==> config.mk <==
export PLATFORM = sky130hd
export DESIGN_NAME = pong_game_ctrl
export DESIGN_NICKNAME = d
export VERILOG_FILES = /design/src/rtl/pong_game_ctrl.sv
export SDC_FILE = /design/constraint.sdc
export NUM_CORES = 1
export LEC_CHECK = 0
export CAP_MARGIN = 20
export CORE_AREA = 4 4 63 65
export DETAILED_ROUTE_END_ITERATION = 16
export DIE_AREA = 0 0 67 69
export PLACE_DENSITY = 0.73
export SYNTH_ARGS = -nofsm -noshare
export SYNTH_HDL_FRONTEND = slang
export SYNTH_SLANG_ARGS = --single-unit
==> constraint.sdc <==
create_clock -name clk -period 2 [get_ports clk]
set_clock_uncertainty 0.2 [all_clocks]
set_input_delay 0.2 -clock clk [delete_from_list [all_inputs] [get_ports clk]]
set_output_delay 0.2 -clock clk [all_outputs]
set_load 0.005 [all_outputs]
==> src/rtl/pong_game_ctrl.sv <==
`default_nettype none
// ============================================================================
// Module      : pong_game_ctrl
// Description : Game-flow controller for the VGA Pong datapath. Sequences the
//               ball engine through idle/serve/play/pause/game-over, keeps the
//               BCD paddle-hit score and the remaining lives.
// Revision    : 1.0 - initial release
// ============================================================================
module pong_game_ctrl #(
    parameter int LIVES        = 3,    // lives per game, 1..7
    parameter int MISS_Y       = 470,  // ball_y at or below this line is a miss
    parameter int PAUSE_FRAMES = 60    // frames the ball is held after a miss
) (
    input  logic       clk,
    input  logic       rst,
    input  logic       frame_tick,
    input  logic       serve_btn,
    input  logic       paddle_hit,
    input  logic [8:0] ball_y,
    output logic       ball_run,
    output logic       ball_recenter,
    output logic [7:0] score_bcd,
    output logic [2:0] lives_left,
    output logic       game_over,
    output logic [2:0] state_o
);

    typedef enum logic [2:0] {
        S_IDLE  = 3'd0,
        S_PLAY  = 3'd1,
        S_PAUSE = 3'd2,
        S_SERVE = 3'd3,
        S_OVER  = 3'd4
    } state_t;

    localparam logic [2:0] c_LIVES      = 3'(LIVES);
    localparam logic [8:0] c_MISS_Y     = 9'(MISS_Y);
    localparam logic [7:0] c_PAUSE_LAST = 8'(PAUSE_FRAMES - 1);

    state_t     r_state;
    logic [7:0] r_pause_cnt;
    logic       r_serve_sync1;
    logic       r_serve_sync2;
    logic       r_serve_prev;

    logic       w_serve_ev;
    logic       w_miss;
    logic [7:0] w_score_inc;
    state_t     w_state_nxt;
    logic [7:0] w_score_nxt;
    logic [2:0] w_lives_nxt;
    logic [7:0] w_pause_nxt;

    // Bring the asynchronous button into the clock domain and keep the last value for edge detect
    always_ff @(posedge clk) begin
        if (rst) begin
            r_serve_sync1 <= 1'b0;
            r_serve_sync2 <= 1'b0;
            r_serve_prev  <= 1'b0;
        end else begin
            r_serve_sync1 <= serve_btn;
            r_serve_sync2 <= r_serve_sync1;
            r_serve_prev  <= r_serve_sync2;
        end
    end

    // Rising edge of the synchronised button: one event per press however long it is held
    assign w_serve_ev = r_serve_sync2 & ~r_serve_prev;
    assign w_miss     = frame_tick & (ball_y >= c_MISS_Y);
    assign state_o    = r_state;

    // Saturating two-digit BCD increment of the score
    always_comb begin
        w_score_inc = score_bcd;
        if (score_bcd == 8'h99) begin
            w_score_inc = 8'h99;
        end else if (score_bcd[3:0] == 4'd9) begin
            w_score_inc = {score_bcd[7:4] + 4'd1, 4'd0};
        end else begin
            w_score_inc = {score_bcd[7:4], score_bcd[3:0] + 4'd1};
        end
    end

    // Next-state and counter logic; a hit in the same cycle as a miss is scored first
    always_comb begin
        w_state_nxt = r_state;
        w_score_nxt = score_bcd;
        w_lives_nxt = lives_left;
        w_pause_nxt = r_pause_cnt;
        case (r_state)
            S_IDLE: begin
                if (w_serve_ev) begin
                    w_state_nxt = S_PLAY;
                    w_score_nxt = 8'h00;
                    w_lives_nxt = c_LIVES;
                end
            end
            S_PLAY: begin
                if (paddle_hit) begin
                    w_score_nxt = w_score_inc;
                end
                if (w_miss) begin
                    if (lives_left <= 3'd1) begin
                        w_state_nxt = S_OVER;
                        w_lives_nxt = 3'd0;
                    end else begin
                        w_state_nxt = S_PAUSE;
                        w_lives_nxt = lives_left - 3'd1;
                        w_pause_nxt = 8'd0;
                    end
                end
            end
            S_PAUSE: begin
                if (frame_tick) begin
                    if (r_pause_cnt == c_PAUSE_LAST) begin
                        w_state_nxt = S_SERVE;
                    end else begin
                        w_pause_nxt = r_pause_cnt + 8'd1;
                    end
                end
            end
            S_SERVE: begin
                if (w_serve_ev) begin
                    w_state_nxt = S_PLAY;
                end
            end
            S_OVER: begin
                if (w_serve_ev) begin
                    w_state_nxt = S_IDLE;
                end
            end
            default: begin
                w_state_nxt = S_IDLE;
            end
        endcase
    end

    // State, counters and outputs; outputs are decoded from the next state so they change with it
    always_ff @(posedge clk) begin
        if (rst) begin
            r_state       <= S_IDLE;
            r_pause_cnt   <= 8'd0;
            score_bcd     <= 8'h00;
            lives_left    <= c_LIVES;
            ball_run      <= 1'b0;
            ball_recenter <= 1'b1;
            game_over     <= 1'b0;
        end else begin
            r_state       <= w_state_nxt;
            r_pause_cnt   <= w_pause_nxt;
            score_bcd     <= w_score_nxt;
            lives_left    <= w_lives_nxt;
            ball_run      <= (w_state_nxt == S_PLAY);
            ball_recenter <= (w_state_nxt == S_IDLE) || (w_state_nxt == S_PAUSE) ||
                             (w_state_nxt == S_SERVE);
            game_over     <= (w_state_nxt == S_OVER);
        end
    end

endmodule
`default_nettype wire

==> out/metrics.yaml <==
run_status: "finished, final reports clean"
drive_gt1_frac: 0.2121
synth_common_cells: "28 x dfxtp_1, 20 x a21oi_1, 19 x nand2_1"
synth_top_area_frac: 0.3721
maxCapViolCount: 0
yosys.area.top_type: "dfxtp_1"
route.detailed.drc: 0
p_per_area_nw_per_um2: 438.7
grt_max_degree: 18
cp.arrival_ns: 1.96
leakagePower_uw: 0.0007851
busiest_layer: "met2"
ant_nets: 0
ys.flop_type: "dfxtp_1"
finalNetCount: 254
grt-ovfl-total: 0
setup-violations-final: 0
ios: 31
placed_cell_area_um2: 1974
synth-seq-cells: 28
pre_cts_ws_ns: -0.09183
finalWirelength_um: 3786
die_h_um: 69
hold_path_class: "input pin to register"
synth_edf_count: 0
rows: 21
netlist_instances: 182
slew_viol_final: 0
synth.distinct_cells: 45
final_hold_viol_count: 0
final_cells: 277
core_um2: 3337
io_buffers: 29
setup-tns-final_ns: 0
clockRootBuffer: "clkbuf_4"
cts.reportedPaths.clkPinSlew_ns: 0.13
finalWorstSetupSlack_ns: 0.05715
max_freq_mhz: 514.7
worst_skew_pair.late_latency_ns: 0.31
cp.required_ns: 2.01
seq_area_frac_synth: 0.3721
synth_area_leaders: "dfxtp_1 37%, a21oi_1 6.6%, ha_1 5.8%"
grt_use_met3: 0.01948
worst_slew_pin_slew_ns: 0.3358
synthArstFlopShare: 0
die_area_um2: 4623
period_share: 0.9714
ys_warn_count: 0
grt_pass1_vias: 1375
met2_usage: 0.2707
cts_tree: "built"
die_w_um: 67
viasPerCell: 5.426
worstSetupPathType: "register to register"
initial_utilization: 0.4514
relSlewSlack: 0.7761
dp_cells: 272
cts.htree.levels: 1
utilization: 0.6232
dp_hpwl_um: 2799
tritoncts.num_buffers: 3
fin_crit_ns: 1.943
syn_area_um2: 1506
crit_path_end_kind: "register"
drt_pass1_iterations: 4
stdcell_area_um2: 2079
cp_max_fo: 3
synth_fp_nets: 203
antenna_found_initial: 0
avgSynthCellArea_um2: 8.277
post_drt_wl_per_cell_um: 13.67
use_met1: 0.1990
syn2layout_area_growth_pct: 38.04
n_antenna_cell: 0
routed-via-count: 1503
synth.most_common_cell: "dfxtp_1"
grt_usage: 0.1564
clkSinkCount: 28
clock_path_buffers: 2
ir_worst_vdd_mv: 0.2507
gp_congestion: 0.8588
start_kind: "register"
grt_pass1_wl_um: 5920
dr.first_iter.drc_count: 106
-- worst paths after layout --
kind	from	to	slack, ns	cells past startpoint
worst min-delay path	serve_btn	r_serve_sync1	0.22	2
worst min register to register	r_serve_sync1	r_serve_sync2	0.25	1
worst max register to register	r_pause_cnt[0]	r_pause_cnt[7]	0.06	8
worst max-delay path	r_pause_cnt[0]	r_pause_cnt[7]	0.06	8
-- critical path, cell delays in order (launching register included) --
cell	delay, ns
dfxtp_2	0.39
ha_4	0.14
or3b_4	0.37
o211ai_1	0.16
buf_4	0.17
buf_4	0.11
nand2_1	0.06
a21oi_1	0.17
o31ai_1	0.07
-- area by class of cell --
type	instances	area, µm²
clock buffer	3	22.52
fill	288	1257
tap	46	57.56
sequential	28	566.8
multi-input combinational	138	932.1
inverter	11	41.29
timing repair buffer	51	459.2
-- power breakdown --
group | switching [µW] | internal, µW
combinational | 60.3 | 66.6
sequential | 3.32 | 565
clock | 147 | 70.4
total | 210 | 702
-- logic make-up after synthesis --
group	share of synthesized area
flops	0.3721
fa+ha+maj	0.05814
simple gates	0.2799
mux	0.01329
compound gates	0.2193
buf+inv	0.05731
-- stage by stage --
stage	hold slack [ns]	power, µW
after global placement	0.2268	694.4
after global routing	0.2226	956.7
after floorplan	0.1282	634.6
after detailed placement	0.2247	696.6
final	0.2228	912.2
after CTS	0.2079	918.1
-- layer usage --
metal | part of all wire | vias to the layer above
met3 | 0.042 | 4
li1 | - | 760
met4 | 0.0082 | 0
met1 | 0.43 | 704
met2 | 0.52 | 35
met5 | 0 | -
-- state kept, by name, summed over array words and instances, names as in the netlist --
name	cells
r_serve_sync1	1
r_serve_prev	1
score_bcd	8
game_over	1
ball_run	1
r_serve_sync2	1
ball_recenter	1
r_pause_cnt	8
state_o	3
lives_left	3
-- cells in the final DEF, fill, tap and decap left out, drive strengths merged, types with 2 or more instances in the layout --
cell / n
clkdlybuf4s50: 29
dfxtp: 28
buf: 22
a21oi: 20
nand2: 19
nor2: 16
o21ai: 14
inv: 11
nand3: 8
ha: 7
nor2b: 5
or3: 5
and3: 3
o21a: 3
clkbuf: 3
or4: 3
or3b: 2
o211ai: 2
nand4: 2
a31oi: 2
nor3: 2
o32ai: 2
nand3b: 2
mux2i: 2
nor3b: 2
o2bb2ai: 2
or4b: 2
-- what timing repair did --
item / in CTS / in global routing
buffers inserted: 1 / 0
gates resized for setup: 5 / 13
gates cloned: 0 / 1
setup endpoints to repair: 8 / 14
pin swaps: 1 / 5
hold buffers: 0 / 0
(Power assumes the default switching activity.)
